==> src/rtl/ctrl_mst.sv <==
// ctrl_mst: master-side initiator for the RS-485 control line.
// Sends a 4-byte 8N1 command frame (A5, cmd, addr, data). For reads it then
// waits for a 2-byte reply (5A, data) within a timeout window.
module ctrl_mst #(
  parameter int BIT_US     = 8,
  parameter int TIMEOUT_US = 1000
) (
  input  logic       clk_sys,
  input  logic       rst_n,
  input  logic       pluse_us,
  input  logic       req,
  input  logic       req_wr,
  input  logic [7:0] req_addr,
  input  logic [7:0] req_wdata,
  output logic       busy,
  output logic       done,
  output logic [7:0] rdata,
  output logic [1:0] err,
  output logic       tx_ctrl,
  input  logic       rx_ctrl
);

  localparam int US_W   = $clog2(BIT_US);
  localparam int TO_RAW = $clog2(TIMEOUT_US + 1);
  localparam int TO_W   = (TO_RAW > 16) ? TO_RAW : 16;

  localparam logic [US_W-1:0] BIT_LAST  = US_W'(BIT_US - 1);
  localparam logic [US_W-1:0] HALF_LAST = US_W'(BIT_US / 2 - 1);
  localparam logic [TO_W-1:0] TO_LAST   = TO_W'(TIMEOUT_US - 1);

  localparam logic [7:0] SYNC_CMD   = 8'hA5;
  localparam logic [7:0] SYNC_REPLY = 8'h5A;
  localparam logic [7:0] CMD_WR     = 8'h01;
  localparam logic [7:0] CMD_RD     = 8'h02;

  localparam logic [1:0] ERR_OK      = 2'b00;
  localparam logic [1:0] ERR_TIMEOUT = 2'b01;
  localparam logic [1:0] ERR_FRAME   = 2'b10;

  typedef enum logic [2:0] {
    S_IDLE,
    S_TX,
    S_RX_WAIT,
    S_RX_START,
    S_RX_BYTE,
    S_DONE
  } state_t;

  state_t            state_q, state_d;
  logic [US_W-1:0]   usCnt_q, usCnt_d;
  logic [3:0]        bitIdx_q, bitIdx_d;
  logic [1:0]        byteIdx_q, byteIdx_d;
  logic              txStarted_q, txStarted_d;
  logic              txLine_q, txLine_d;
  logic              wr_q, wr_d;
  logic [7:0]        addr_q, addr_d;
  logic [7:0]        wdata_q, wdata_d;
  logic [7:0]        rxShift_q, rxShift_d;
  logic              rxByteCnt_q, rxByteCnt_d;
  logic [TO_W-1:0]   toCnt_q, toCnt_d;
  logic [7:0]        rdata_q, rdata_d;
  logic [1:0]        err_q, err_d;
  logic              rxMeta_q, rxSync_q, rxPrev_q;

  logic [7:0]        curByte;
  logic              fallEdge;
  logic              inRx;

  // Byte of the command frame selected by the byte index.
  function automatic logic [7:0] frameByte(input logic [1:0] idx, input logic wr,
                                           input logic [7:0] addr, input logic [7:0] wdata);
    logic [7:0] b;
    case (idx)
      2'd0:    b = SYNC_CMD;
      2'd1:    b = wr ? CMD_WR : CMD_RD;
      2'd2:    b = addr;
      default: b = wr ? wdata : 8'h00;
    endcase
    return b;
  endfunction

  // Line level for bit position idx of an 8N1 character (0 = start, 9 = stop).
  function automatic logic frameBit(input logic [7:0] b, input logic [3:0] idx);
    logic [7:0] sh;
    logic       v;
    v  = 1'b1;
    sh = 8'h00;
    if (idx == 4'd0) begin
      v = 1'b0;
    end else if (idx <= 4'd8) begin
      sh = b >> (idx - 4'd1);
      v  = sh[0];
    end
    return v;
  endfunction

  // Bit index increment that parks at all-ones instead of wrapping.
  function automatic logic [3:0] satInc(input logic [3:0] v);
    return (v == 4'hF) ? v : v + 4'd1;
  endfunction

  assign curByte  = frameByte(byteIdx_q, wr_q, addr_q, wdata_q);
  assign fallEdge = rxPrev_q & ~rxSync_q;
  assign inRx     = (state_q == S_RX_WAIT) || (state_q == S_RX_START) || (state_q == S_RX_BYTE);

  assign busy    = (state_q != S_IDLE) && (state_q != S_DONE);
  assign done    = (state_q == S_DONE);
  assign rdata   = rdata_q;
  assign err     = err_q;
  assign tx_ctrl = txLine_q;

  // Two-flop synchronizer plus a delayed copy for falling-edge detection.
  always_ff @(posedge clk_sys or negedge rst_n) begin
    if (!rst_n) begin
      rxMeta_q <= 1'b1;
      rxSync_q <= 1'b1;
      rxPrev_q <= 1'b1;
    end else begin
      rxMeta_q <= rx_ctrl;
      rxSync_q <= rxMeta_q;
      rxPrev_q <= rxSync_q;
    end
  end

  // State and datapath registers.
  always_ff @(posedge clk_sys or negedge rst_n) begin
    if (!rst_n) begin
      state_q     <= S_IDLE;
      usCnt_q     <= '0;
      bitIdx_q    <= '0;
      byteIdx_q   <= '0;
      txStarted_q <= 1'b0;
      txLine_q    <= 1'b1;
      wr_q        <= 1'b0;
      addr_q      <= '0;
      wdata_q     <= '0;
      rxShift_q   <= '0;
      rxByteCnt_q <= 1'b0;
      toCnt_q     <= '0;
      rdata_q     <= '0;
      err_q       <= ERR_OK;
    end else begin
      state_q     <= state_d;
      usCnt_q     <= usCnt_d;
      bitIdx_q    <= bitIdx_d;
      byteIdx_q   <= byteIdx_d;
      txStarted_q <= txStarted_d;
      txLine_q    <= txLine_d;
      wr_q        <= wr_d;
      addr_q      <= addr_d;
      wdata_q     <= wdata_d;
      rxShift_q   <= rxShift_d;
      rxByteCnt_q <= rxByteCnt_d;
      toCnt_q     <= toCnt_d;
      rdata_q     <= rdata_d;
      err_q       <= err_d;
    end
  end

  // Next-state logic: transmitter, receiver and reply timeout.
  always_comb begin
    state_d     = state_q;
    usCnt_d     = usCnt_q;
    bitIdx_d    = bitIdx_q;
    byteIdx_d   = byteIdx_q;
    txStarted_d = txStarted_q;
    txLine_d    = txLine_q;
    wr_d        = wr_q;
    addr_d      = addr_q;
    wdata_d     = wdata_q;
    rxShift_d   = rxShift_q;
    rxByteCnt_d = rxByteCnt_q;
    toCnt_d     = toCnt_q;
    rdata_d     = rdata_q;
    err_d       = err_q;

    case (state_q)
      S_IDLE: begin
        txLine_d = 1'b1;
        if (req) begin
          state_d     = S_TX;
          wr_d        = req_wr;
          addr_d      = req_addr;
          wdata_d     = req_wdata;
          txStarted_d = 1'b0;
          usCnt_d     = '0;
          bitIdx_d    = '0;
          byteIdx_d   = '0;
        end
      end

      S_TX: begin
        if (pluse_us) begin
          if (!txStarted_q) begin
            txStarted_d = 1'b1;
            usCnt_d     = '0;
            bitIdx_d    = '0;
            txLine_d    = 1'b0;
          end else if (usCnt_q != BIT_LAST) begin
            usCnt_d = usCnt_q + 1'b1;
          end else begin
            usCnt_d = '0;
            if (bitIdx_q == 4'd9) begin
              if (byteIdx_q == 2'd3) begin
                txLine_d    = 1'b1;
                txStarted_d = 1'b0;
                if (wr_q) begin
                  state_d = S_DONE;
                  err_d   = ERR_OK;
                end else begin
                  state_d     = S_RX_WAIT;
                  toCnt_d     = '0;
                  rxByteCnt_d = 1'b0;
                end
              end else begin
                byteIdx_d = byteIdx_q + 2'd1;
                bitIdx_d  = '0;
                txLine_d  = 1'b0;
              end
            end else begin
              bitIdx_d = satInc(bitIdx_q);
              txLine_d = frameBit(curByte, satInc(bitIdx_q));
            end
          end
        end
      end

      S_RX_WAIT: begin
        if (fallEdge) begin
          state_d = S_RX_START;
          usCnt_d = '0;
        end
      end

      S_RX_START: begin
        if (pluse_us) begin
          if (usCnt_q != HALF_LAST) begin
            usCnt_d = usCnt_q + 1'b1;
          end else begin
            usCnt_d = '0;
            if (!rxSync_q) begin
              state_d  = S_RX_BYTE;
              bitIdx_d = '0;
            end else begin
              state_d = S_RX_WAIT;
            end
          end
        end
      end

      S_RX_BYTE: begin
        if (pluse_us) begin
          if (usCnt_q != BIT_LAST) begin
            usCnt_d = usCnt_q + 1'b1;
          end else begin
            usCnt_d = '0;
            if (bitIdx_q != 4'd8) begin
              rxShift_d = {rxSync_q, rxShift_q[7:1]};
              bitIdx_d  = satInc(bitIdx_q);
            end else if (!rxSync_q) begin
              state_d = S_DONE;
              err_d   = ERR_FRAME;
            end else if (!rxByteCnt_q) begin
              if (rxShift_q != SYNC_REPLY) begin
                state_d = S_DONE;
                err_d   = ERR_FRAME;
              end else begin
                rxByteCnt_d = 1'b1;
                state_d     = S_RX_WAIT;
              end
            end else begin
              rdata_d = rxShift_q;
              err_d   = ERR_OK;
              state_d = S_DONE;
            end
          end
        end
      end

      S_DONE: begin
        state_d = S_IDLE;
      end

      default: begin
        state_d = S_IDLE;
      end
    endcase

    if (inRx && pluse_us) begin
      if ((toCnt_q == TO_LAST) && (state_d != S_DONE)) begin
        state_d = S_DONE;
        err_d   = ERR_TIMEOUT;
      end else begin
        toCnt_d = toCnt_q + 1'b1;
      end
    end
  end

endmodule

==> config.mk <==
export PLATFORM = sky130hd
export DESIGN_NAME = ctrl_mst
export DESIGN_NICKNAME = d
export VERILOG_FILES = /design/src/rtl/ctrl_mst.sv
export SDC_FILE = /design/constraint.sdc
export NUM_CORES = 1
export LEC_CHECK = 0
export CORE_ASPECT_RATIO = 1.5
export CORE_MARGIN = 2
export CORE_UTILIZATION = 60
export CTS_CLUSTER_SIZE = 25
export DETAILED_ROUTE_END_ITERATION = 10
export PLACE_DENSITY = 0.82
export SLEW_MARGIN = 20
export SYNTH_ARGS = -nofsm -noshare
export SYNTH_HDL_FRONTEND = slang
export SYNTH_SLANG_ARGS = --single-unit
==> constraint.sdc <==
create_clock -name clk_sys -period 6.9 [get_ports clk_sys]
set_input_delay 0.69 -clock clk_sys [delete_from_list [all_inputs] [get_ports clk_sys]]
set_output_delay 0.69 -clock clk_sys [all_outputs]
set_load 0.03 [all_outputs]
Yosys cells after proc, flatten, opt, wreduce, memory -nomap -nowiden

Cells that the tools add are included.

Logic and storage cells: 191
Input bits: 22
Register bits: 69
Output and inout bits: 13

Shift operators: 1
Reduce and logical (&&, ||, !) cells: 22
Add/subtract/negate cells: 5
Magnitude comparators: 1
Bitwise operators: 4
Multiplexer cells: 105
Equal/unequal tests: 36

Operators by type and width:

| operator                                              | count |
|---|---|
| 2-to-1 mux 16 bit                                     | 9 |
| 2-to-1 mux 3 bit                                      | 27 |
| 2-to-1 mux 4 bit                                      | 13 |
| 2-to-1 mux 2 bit                                      | 21 |
| inequality test 2 bit, second input constant          | 16 |
| case mux 3 bit (5 select lines)                       | 2 |
| 2-to-1 mux 1 bit                                      | 25 |
| case mux 8 bit (3 select lines)                       | 1 |
| AND reduction 11 bit                                  | 2 |
| adder 16 x 1 -> 16 bit, second input constant         | 1 |
| == test 16 x 10 -> 1 bit, second input constant       | 1 |
| case mux 4 bit (4 select lines)                       | 1 |
| inequality test 3 bit, second input constant          | 4 |
| AND reduction 6 bit                                   | 2 |
| == test 4 bit, second input constant                  | 2 |
| 2-to-1 mux 8 bit                                      | 1 |
| inequality test 4 bit, second input constant          | 2 |
| inequality test 8 x 7 -> 1 bit, second input constant | 1 |
| case mux 2 bit (2 select lines)                       | 2 |
| right shift 8 x 4 -> 1 bit                            | 1 |
| AND reduction 7 bit                                   | 1 |
| == test 3 x 2 -> 1 bit, second input constant         | 2 |
| == test 3 bit, second input constant                  | 2 |
| case mux 1 bit (2 select lines)                       | 3 |
| other kinds (24)                                      | 32 |

Logic depth before layout (Yosys ltp)

Gate-level depths: netlist of the first run.

Depth after elaboration: 12
Depth in mapped cells: 11
Mapped depth without buffers: 10

Least setup slack after synthesis of the first run

No wires, ideal clock.

Kind: register -> register
From: register bitIdx_q[0]
To: register txLine_q, in the netlist tx_ctrl
Clock period less this slack: 2497 ps
Arrival time: 2412 ps
Setup time: 85 ps
Slack: 4403 ps
Cell stages (with the launch flop): 10
Buffers on the path: 1
Data required time: 6815 ps
Cell sequence: dfrtp_1 -> ha_1 -> clkbuf_1 -> nand3_1 -> xnor2_1 -> inv_1 -> ha_1 -> or4_1 -> a311oi_1 -> o31ai_1

Cells in the longest elaborated chain, start to end: 11
Elaborated cells between the ends (all ways): 15
Classes of those cells: add/sub (2); order compare (1); eq/ne (2); shift (1); mux (8); reduce/logical (1)

RTL lines:

| item                                                  | line | RTL |
|---|---|---|
| start, declared                                       | 51   | `logic [3:0] bitIdx_q, bitIdx_d;` |
| start signal, assigned                                | 145  | `bitIdx_q <= bitIdx_d;` |
| adder 4 x 1 -> 4 bit or == test 4 bit (tied branches) | 99   | `return (v == 4'hF) ? v : v + 4'd1;` |
| 2-to-1 mux 4 bit                                      | n/a  |  |
| subtractor 4 x 1 -> 4 bit                             | 91   | `sh = b >> (idx - 4'd1);` |
| right shift 8 x 4 -> 1 bit                            | 91   |  |
| 2-to-1 mux 1 bit                                      | 90   | `end else if (idx <= 4'd8) begin` |
| 2-to-1 mux 1 bit                                      | 88   | `if (idx == 4'd0) begin` |
| 2-to-1 mux 1 bit *                                    | 203  | `if (bitIdx_q == 4'd9) begin` |
| 2-to-1 mux 1 bit *                                    | 199  | `end else if (usCnt_q != BIT_LAST) begin` |
| 2-to-1 mux 1 bit *                                    | 194  | `if (!txStarted_q) begin` |
| 2-to-1 mux 1 bit *                                    | 193  | `if (pluse_us) begin` |
| case mux 1 bit (2 select lines) *                     | 177  | `case (state_q)` |
| end signal, assigned                                  | 148  | `txLine_q <= txLine_d;` |
| end, declared                                         | 54   | `logic txLine_q, txLine_d;` |

Mark *: on every way between the ends. The rest lies on a longest branch, timed or not. The select of a mux whose other input is x is not followed.
A chain may end at the register's enable or synchronous reset.

Final worst setup path of the first run

From: register state_q[0]
To: output port busy

Cells in the longest elaborated chain, start to end: 2
Elaborated cells between the ends (all ways): 3
Classes of those cells: eq/ne (1); reduce/logical (2)

RTL lines:

| item                                                        | line | RTL |
|---|---|---|
| start, declared                                             | 49   | `state_t state_q, state_d;` |
| start signal, assigned                                      | 143  | `state_q <= state_d;` |
| inequality test 3 bit or nonzero test 3 bit (tied branches) | 106  | `assign busy = (state_q != S_IDLE) && (state_q != S_DONE);` |
| logical AND 1 bit *                                         | 106  |  |
| end, declared                                               | 15   | `output logic busy,` |

Mark *: on every way between the ends. The rest lies on a longest branch, timed or not.

==> results of run 1 <==
[metal layers]
layer | share of wire | GRT usage | wire [um]
met2 | 0.53 | 0.448 | 4920
met5 | 0 | 0 | 0
met1 | 0.37 | 0.280 | 3420
met4 | 0.051 | 0.174 | 471
met3 | 0.049 | 0.0497 | 458
[worst max path at each step]
stage	endpoint	cells past startpoint
3_3_place_gp	toCnt_q[2]$_DFF_PN0_	6
6_report	busy	3
2_1_floorplan	tx_ctrl$_DFFE_PN1P_	9
4_1_cts	busy	3
5_1_grt	busy	3
3_5_place_dp	toCnt_q[2]$_DFF_PN0_	6
[cells in the mapped netlist, types with 4 or more instances]
library cell  number
dfrtp_1           65
nand2_1           40
mux2_2            35
nor2_1            19
inv_1             18
nand3_1           16
o21ai_0           15
ha_1              14
clkbuf_1          12
a21oi_1           11
nor3_1            11
nor2b_1           10
mux2i_1            8
nand4_1            7
buf_2              6
nor4_1             6
xnor2_1            6
a221o_1            5
a31oi_1            5
and3_1             5
nand3b_1           5
o211ai_1           5
dfstp_2            4
o221ai_1           4
o31ai_1            4
or4_1              4
[critical path: stages (launching register included)]
cell and delay (ns):
dfrtp_1 0.69, nor2b_1 0.48, or3_1 0.19, clkdlybuf4s50_1 0.66
[sequential cells by signal, indices dropped and copies added, names as in the netlist, 2 cells and up]
register   flops
rdata          8
rxShift_q      8
state_q        3
usCnt_q        3
wdata_q        8
bitIdx_q       4
err            2
byteIdx_q      2
addr_q         8
toCnt_q       16
[cell type report]
cell class,instances,share of cell area
multi-input combinational,297,0.472
sequential,69,0.365
timing repair buffer,37,0.0763
clock buffer,10,0.0290
clock inverter,6,0.0232
tap,78,0.0206
inverter,18,0.0142
[kinds of logic (layout without fill, tap and decap cells)]
family,Yosys count,count (layout),synth area share
buf+inv,39,71,0.0400
simple gates,146,146,0.203
fa+ha+maj,14,14,0.0425
mux,46,46,0.131
flops,69,69,0.420
compound gates,84,84,0.148
xor+xnor,7,7,0.0149
[report_power, final]
group / total, mW / switching (mW) / internal, mW
Clock: 0.405 / 0.156 / 0.249
Combinational: 0.654 / 0.345 / 0.309
Sequential: 0.624 / 0.123 / 0.501
Total: 1.68 / 0.624 / 1.06
[stage by stage]
| step | cell area, um2 | util | hold WS, ns | setup WS, ns |
|---|---|---|---|---|
| finish | 4740 | 0.702 | 0.349 | 3.83 |
| global route | 4740 | 0.702 | 0.351 | 3.73 |
| CTS | 4730 | 0.700 | 0.355 | 3.80 |
| detailed placement | 4480 | 0.663 | 0.349 | 3.71 |
| global placement | 4480 | 0.663 | 0.347 | 3.80 |
| floorplan | 4120 | - | 0.345 | 4.40 |
==> results.ini, run 1 <==
[die]
rows = 37
start_util = 0.610
fp.dieW_um = 71.7
fp.dieH_um = 106
coreArea_um2 = 6760
pin_count = 35
dieArea_um2 = 7570

[critical_path]
cp-start-kind = flop
critPathLaunch = state_q[0]$_DFF_PN0_
cp-end-kind = output pin
worstReg2RegEnd = toCnt_q[7]$_DFF_PN0_
ff2ff_setup_slack_ns = 4.04
crit_type = reg -> out
path_max_fanout = 14
rr_startpoint = usCnt_q[0]$_DFFE_PN0P_
ff2ff_path_depth = 7
arrival_ns = 2.38
crit_required_ns = 6.21

[clock_network]
cts_setup_buffers = 0
cts_root_buffer = clkbuf_8
htreeDepth = 3
cts_tree = built
cts_hold_buffers = 0
cts_made_buffers = 9
cts.reportedPaths.clkPinSlew_ns = 0.07
clkLatencyLatePin_ns = 0.36
clock_path_buffers = 2
cts_resized = 0
cts_sinks = 69

[final_layout]
area_growth_syn_to_layout_pct = 15.0
mostFrequentLayoutCells = 65 x dfrtp_1, 40 x nand2_1, 35 x mux2_2
final_cells = 515
antenna_cells = 0
multiInputGateArea_um2 = 2240
n_fill_cell = 515
drive_gt1_frac = 0.167
layout_commonest_cell = dfrtp_1
final_net_count = 468
seq_area_um2 = 1730

[timing]
finalCritPeriodShare = 0.445
setup_viol_count_final = 0
max_freq_mhz = 326
finalHoldViolCount = 0
skew_ns = 0.00934
max_slew_margin = 0.383
period_minus_slack_ns = 3.07
rsz0062_at_grt = no
worstMarginPinSlew_ns = 0.924
finalSetupTns_ns = 0
slew_viol_final = 0

[global_route]
antenna_found_initial = 0
grt_max_degree = 70
first_global_vias = 3342
gr-total-overflow = 0
grt_usage = 0.259
grt_first_pass_wirelength_mm = 15.3

[drt]
num_vias = 3381
drtIter0Drc = 282
avgViaCountPerCell = 6.57
drtPass1Iterations = 5
routedWlPerCell_um = 18.0
drcViolationCount = 0
detail-route-antenna-nets = 0
finalWirelength_mm = 9.26

[logic_synthesis]
ys_ff_latch = 69
ys_seq_area_frac = 0.420
async_reset_ff_frac = 1.00
synthTopCellsByArea = dfrtp_1 39%, mux2_2 9.6%, ha_1 4.2%
yosys.area.top_type = dfrtp_1
ys_warn_count = 0
syn_area_um2 = 4120
synth_area_per_cell_um2 = 10.2
ys_types = 68
synth_edf_count = 0
synth.net_count = 441
synthCells = 405
synth-main-ff-cell = dfrtp_1
yosysTopAreaCellShare = 0.394

[power]
vdd_drop_max_uv = 312
leakage_nw = 2.03
design_power_total_mw = 1.68
power.density_nw_per_um2 = 355

[run_status]
status = finished clean

[placement]
numPlacedInstances = 498
dp_hpwl_mm = 6.67
place_congestion = 0.926
numPortBuffers = 34

[hold_path]
hp-start = rxMeta_q$_DFF_PN1_
hold_depth = 0
whs_endpoint = rxSync_q$_DFF_PN1_
worstHoldPathType = reg -> reg

[run]
cap_viol_max_count = 0

Note: power is estimated with default switching activity, not from simulation.
==> run 2, diff against run 1 <==
--- a/config.mk
+++ b/config.mk
@@ -7,10 +7,10 @@
 export LEC_CHECK = 0
 export CORE_ASPECT_RATIO = 1.5
 export CORE_MARGIN = 2
-export CORE_UTILIZATION = 60
+export CORE_UTILIZATION = 58
 export CTS_CLUSTER_SIZE = 25
 export DETAILED_ROUTE_END_ITERATION = 10
-export PLACE_DENSITY = 0.82
+export PLACE_DENSITY = 0.8
 export SLEW_MARGIN = 20
 export SYNTH_ARGS = -nofsm -noshare
 export SYNTH_HDL_FRONTEND = slang
==> constraint.sdc (replaced) <==
create_clock -name clk_sys -period 2.99 [get_ports clk_sys]
set_input_delay 0.299 -clock clk_sys [delete_from_list [all_inputs] [get_ports clk_sys]]
set_output_delay 0.299 -clock clk_sys [all_outputs]
set_load 0.03 [all_outputs]
==> run 2 against run 1 <==
Compared with the run above: utilization shrank 1.0 points; via count grew 1.2%; first-iteration DRC count grew 9.6%; combinational power grew 130%; global-route usage grew 0.51 points; critical path depth grew 5; clock power grew 110%; sequential power grew 130%; clock skew grew 0.0010 ns.
==> results.ini, run 2 (synthesis results as in run 1) <==
[clock_network]
cts_tree = built  ; unchanged
cts_sinks = 69  ; unchanged
cts_root_buffer = clkbuf_8  ; unchanged
cts_made_buffers = 9  ; unchanged
clkLatencyLatePin_ns = 0.36  ; about the same
cts.reportedPaths.clkPinSlew_ns = 0.08  ; was 0.07 ns
clock_path_buffers = 2  ; unchanged
cts_hold_buffers = 0  ; unchanged
htreeDepth = 3  ; unchanged

[critical_path]
worstReg2RegEnd = tx_ctrl$_DFFE_PN1P_  ; was toCnt_q[7]$_DFF_PN0_
rr_startpoint = bitIdx_q[0]$_DFFE_PN0P_  ; was usCnt_q[0]$_DFFE_PN0P_
arrival_ns = 2.99  ; was 2.38 ns
crit_type = reg -> reg  ; was reg -> out
ff2ff_setup_slack_ns = 0.29  ; was 4.04 ns
ff2ff_path_depth = 8  ; was 7
crit_required_ns = 3.27  ; was 6.21 ns
critical_path.slowest_cell = or4_1  ; was dfrtp_1
slowest_delay_ns = 0.50  ; was 0.69 ns
path_max_fanout = 10  ; was 14
cp-end-kind = flop  ; was output pin
crit_chain = ha_2 > nand3_1 > xnor2_1 > inv_1 > ha_1 > or4_1 > a311oi_1 > o31ai_1  ; was nor2b_1 > or3_1 > clkdlybuf4s50_1
cp-start-kind = flop  ; unchanged

[power]
vdd_drop_max_uv = 594  ; was 312 uV
leakage_nw = 2.05  ; was 2.03 nW
power.density_nw_per_um2 = 794  ; was 355 nW/um2

[die]
pin_count = 35  ; unchanged
rows = 37  ; unchanged
fp.dieW_um = 72.9  ; was 71.7 um
fp.dieH_um = 107  ; was 106 um
dieArea_um2 = 7810  ; was 7570 um2
coreArea_um2 = 6900  ; was 6760 um2
start_util = 0.598  ; was 0.610

[drt]
drtPass1Iterations = 5  ; unchanged
num_vias = 3421  ; was 3381
drtIter0Drc = 309  ; was 282
finalWirelength_mm = 9.52  ; was 9.26 mm
routedWlPerCell_um = 18.3  ; was 18.0 um
avgViaCountPerCell = 6.57  ; about the same
drcViolationCount = 0  ; unchanged
detail-route-antenna-nets = 0  ; unchanged

[final_layout]
drive_gt1_frac = 0.181  ; was 0.167
layout_commonest_cell = dfrtp_1  ; unchanged
final_net_count = 474  ; was 468
mostFrequentLayoutCells = 65 x dfrtp_1, 40 x nand2_1, 35 x mux2_2  ; unchanged
regMostFlops = toCnt_q  ; unchanged
n_fill_cell = 527  ; was 515
area_growth_syn_to_layout_pct = 15.7  ; was 15.0%
antenna_cells = 0  ; unchanged
final_cells = 521  ; was 515
postLayoutCoreUtil = 0.691  ; was 0.702
largest_reg_flops = 16  ; unchanged

[timing]
max_freq_mhz = 370
slew_viol_final = 0  ; unchanged
max_slew_margin = 0.474  ; was 0.383
period_minus_slack_ns = 2.70
setup_viol_count_final = 0  ; unchanged
worstMarginPinSlew_ns = 0.789  ; was 0.924 ns
finalSetupTns_ns = 0  ; unchanged
finalCritPeriodShare = 0.904
skew_ns = 0.0104  ; was 0.00934 ns
fin_ws_ns = 0.286  ; was 3.83 ns
rsz0062_at_grt = no  ; unchanged
finalHoldViolCount = 0  ; unchanged

[placement]
dp_hpwl_mm = 7.04  ; was 6.67 mm
numPortBuffers = 34  ; unchanged
pre_cts_slack_ns = 0.262  ; was 3.71 ns
numPlacedInstances = 505  ; was 498
place_congestion = 0.932  ; was 0.926

[run]
cap_viol_max_count = 0  ; unchanged

[global_route]
grt_max_degree = 36  ; was 70
grt_usage = 0.265  ; was 0.259
gr-total-overflow = 0  ; unchanged
antenna_found_initial = 0  ; unchanged
first_global_vias = 3365  ; was 3342
grt_first_pass_wirelength_mm = 15.9  ; was 15.3 mm

[hold_path]
worstHoldPathType = in -> async  ; was reg -> reg

[run_status]
status = finished clean  ; unchanged

## run 2: cell types whose count changed in the layout (fill, tap and decap cells not counted)
cell / delta
buf_4: +6
bufinv_16: -2
clkbuf_8: +2
buf_12: +1
buf_6: -1
clkinv_2: -1
ha_1: -1
ha_2: +1
inv_6: +1
## run 2: area by class of cell
type / instances / area [um2] / share of cell area
inverter: 18 / 67.6 / 0.0142
clock buffer: 12 / 165 / 0.0346
clock inverter: 4 / 53.8 / 0.0113
multi-input combinational: 297 / 2240 / 0.469
sequential: 69 / 1730 / 0.363
timing repair buffer: 43 / 415 / 0.0871
tap: 78 / 97.6 / 0.0205
## run 2: timing repair
item,4_1_cts,5_1_grt
endpoints found under the setup margin,0,1
setup buffers,0,0
resized for setup,0,1
## run 2: worst max-delay path by stage
stage / startpoint / to / slack, ns / depth (start not counted)
final: bitIdx_q[0]$_DFFE_PN0P_ / tx_ctrl$_DFFE_PN1P_ / 0.29 / 8
after global routing: bitIdx_q[0]$_DFFE_PN0P_ / tx_ctrl$_DFFE_PN1P_ / 0.05 / 9
after CTS: bitIdx_q[0]$_DFFE_PN0P_ / tx_ctrl$_DFFE_PN1P_ / 0.21 / 9
after detailed placement: bitIdx_q[0]$_DFFE_PN0P_ / tx_ctrl$_DFFE_PN1P_ / 0.26 / 9
after global placement: bitIdx_q[0]$_DFFE_PN0P_ / tx_ctrl$_DFFE_PN1P_ / 0.39 / 9
after floorplan: bitIdx_q[0]$_DFFE_PN0P_ / tx_ctrl$_DFFE_PN1P_ / 0.49 / 9
## run 2: critical path, delay by kind of cell, from the launching register on
family                     cells  cell delay, ns
DFF                            1            0.49
and+or+nand+nor                2            0.66
xor gates and xnor gates       1            0.36
AOI/OAI and AO/OA              2            0.38
adders and majority gates      2            0.60
buffers and inverters          1            0.12
## run 2: stage by stage
step / hold WS, ns / total power, mW / cell area (um2)
3_5_place_dp: 0.347 / 2.94 / 4550
6_report: 0.0137 / 3.79 / 4770
5_1_grt: 0.0789 / 4.03 / 4770
3_3_place_gp: 0.346 / 2.88 / 4550
4_1_cts: 0.0398 / 3.78 / 4770
2_1_floorplan: 0.00341 / 2.53 / 4120
## run 2: layer usage
metal  GRT usage  wire length, um  share of wire  vias to the layer above
li1            -                -              -                     1579
met1       0.294             3580           0.38                     1673
met5           0                0              0                        -
met2       0.462             5120           0.54                      135
met3      0.0459              395          0.042                       34
met4       0.155              427          0.045                        0
## run 2: report_power, final
part / total (mW) / switching (mW) / internal (mW)
Combinational: 1.52 / 0.795 / 0.727
Sequential: 1.44 / 0.278 / 1.16
Clock: 0.832 / 0.375 / 0.456
Total: 3.79 / 1.45 / 2.34
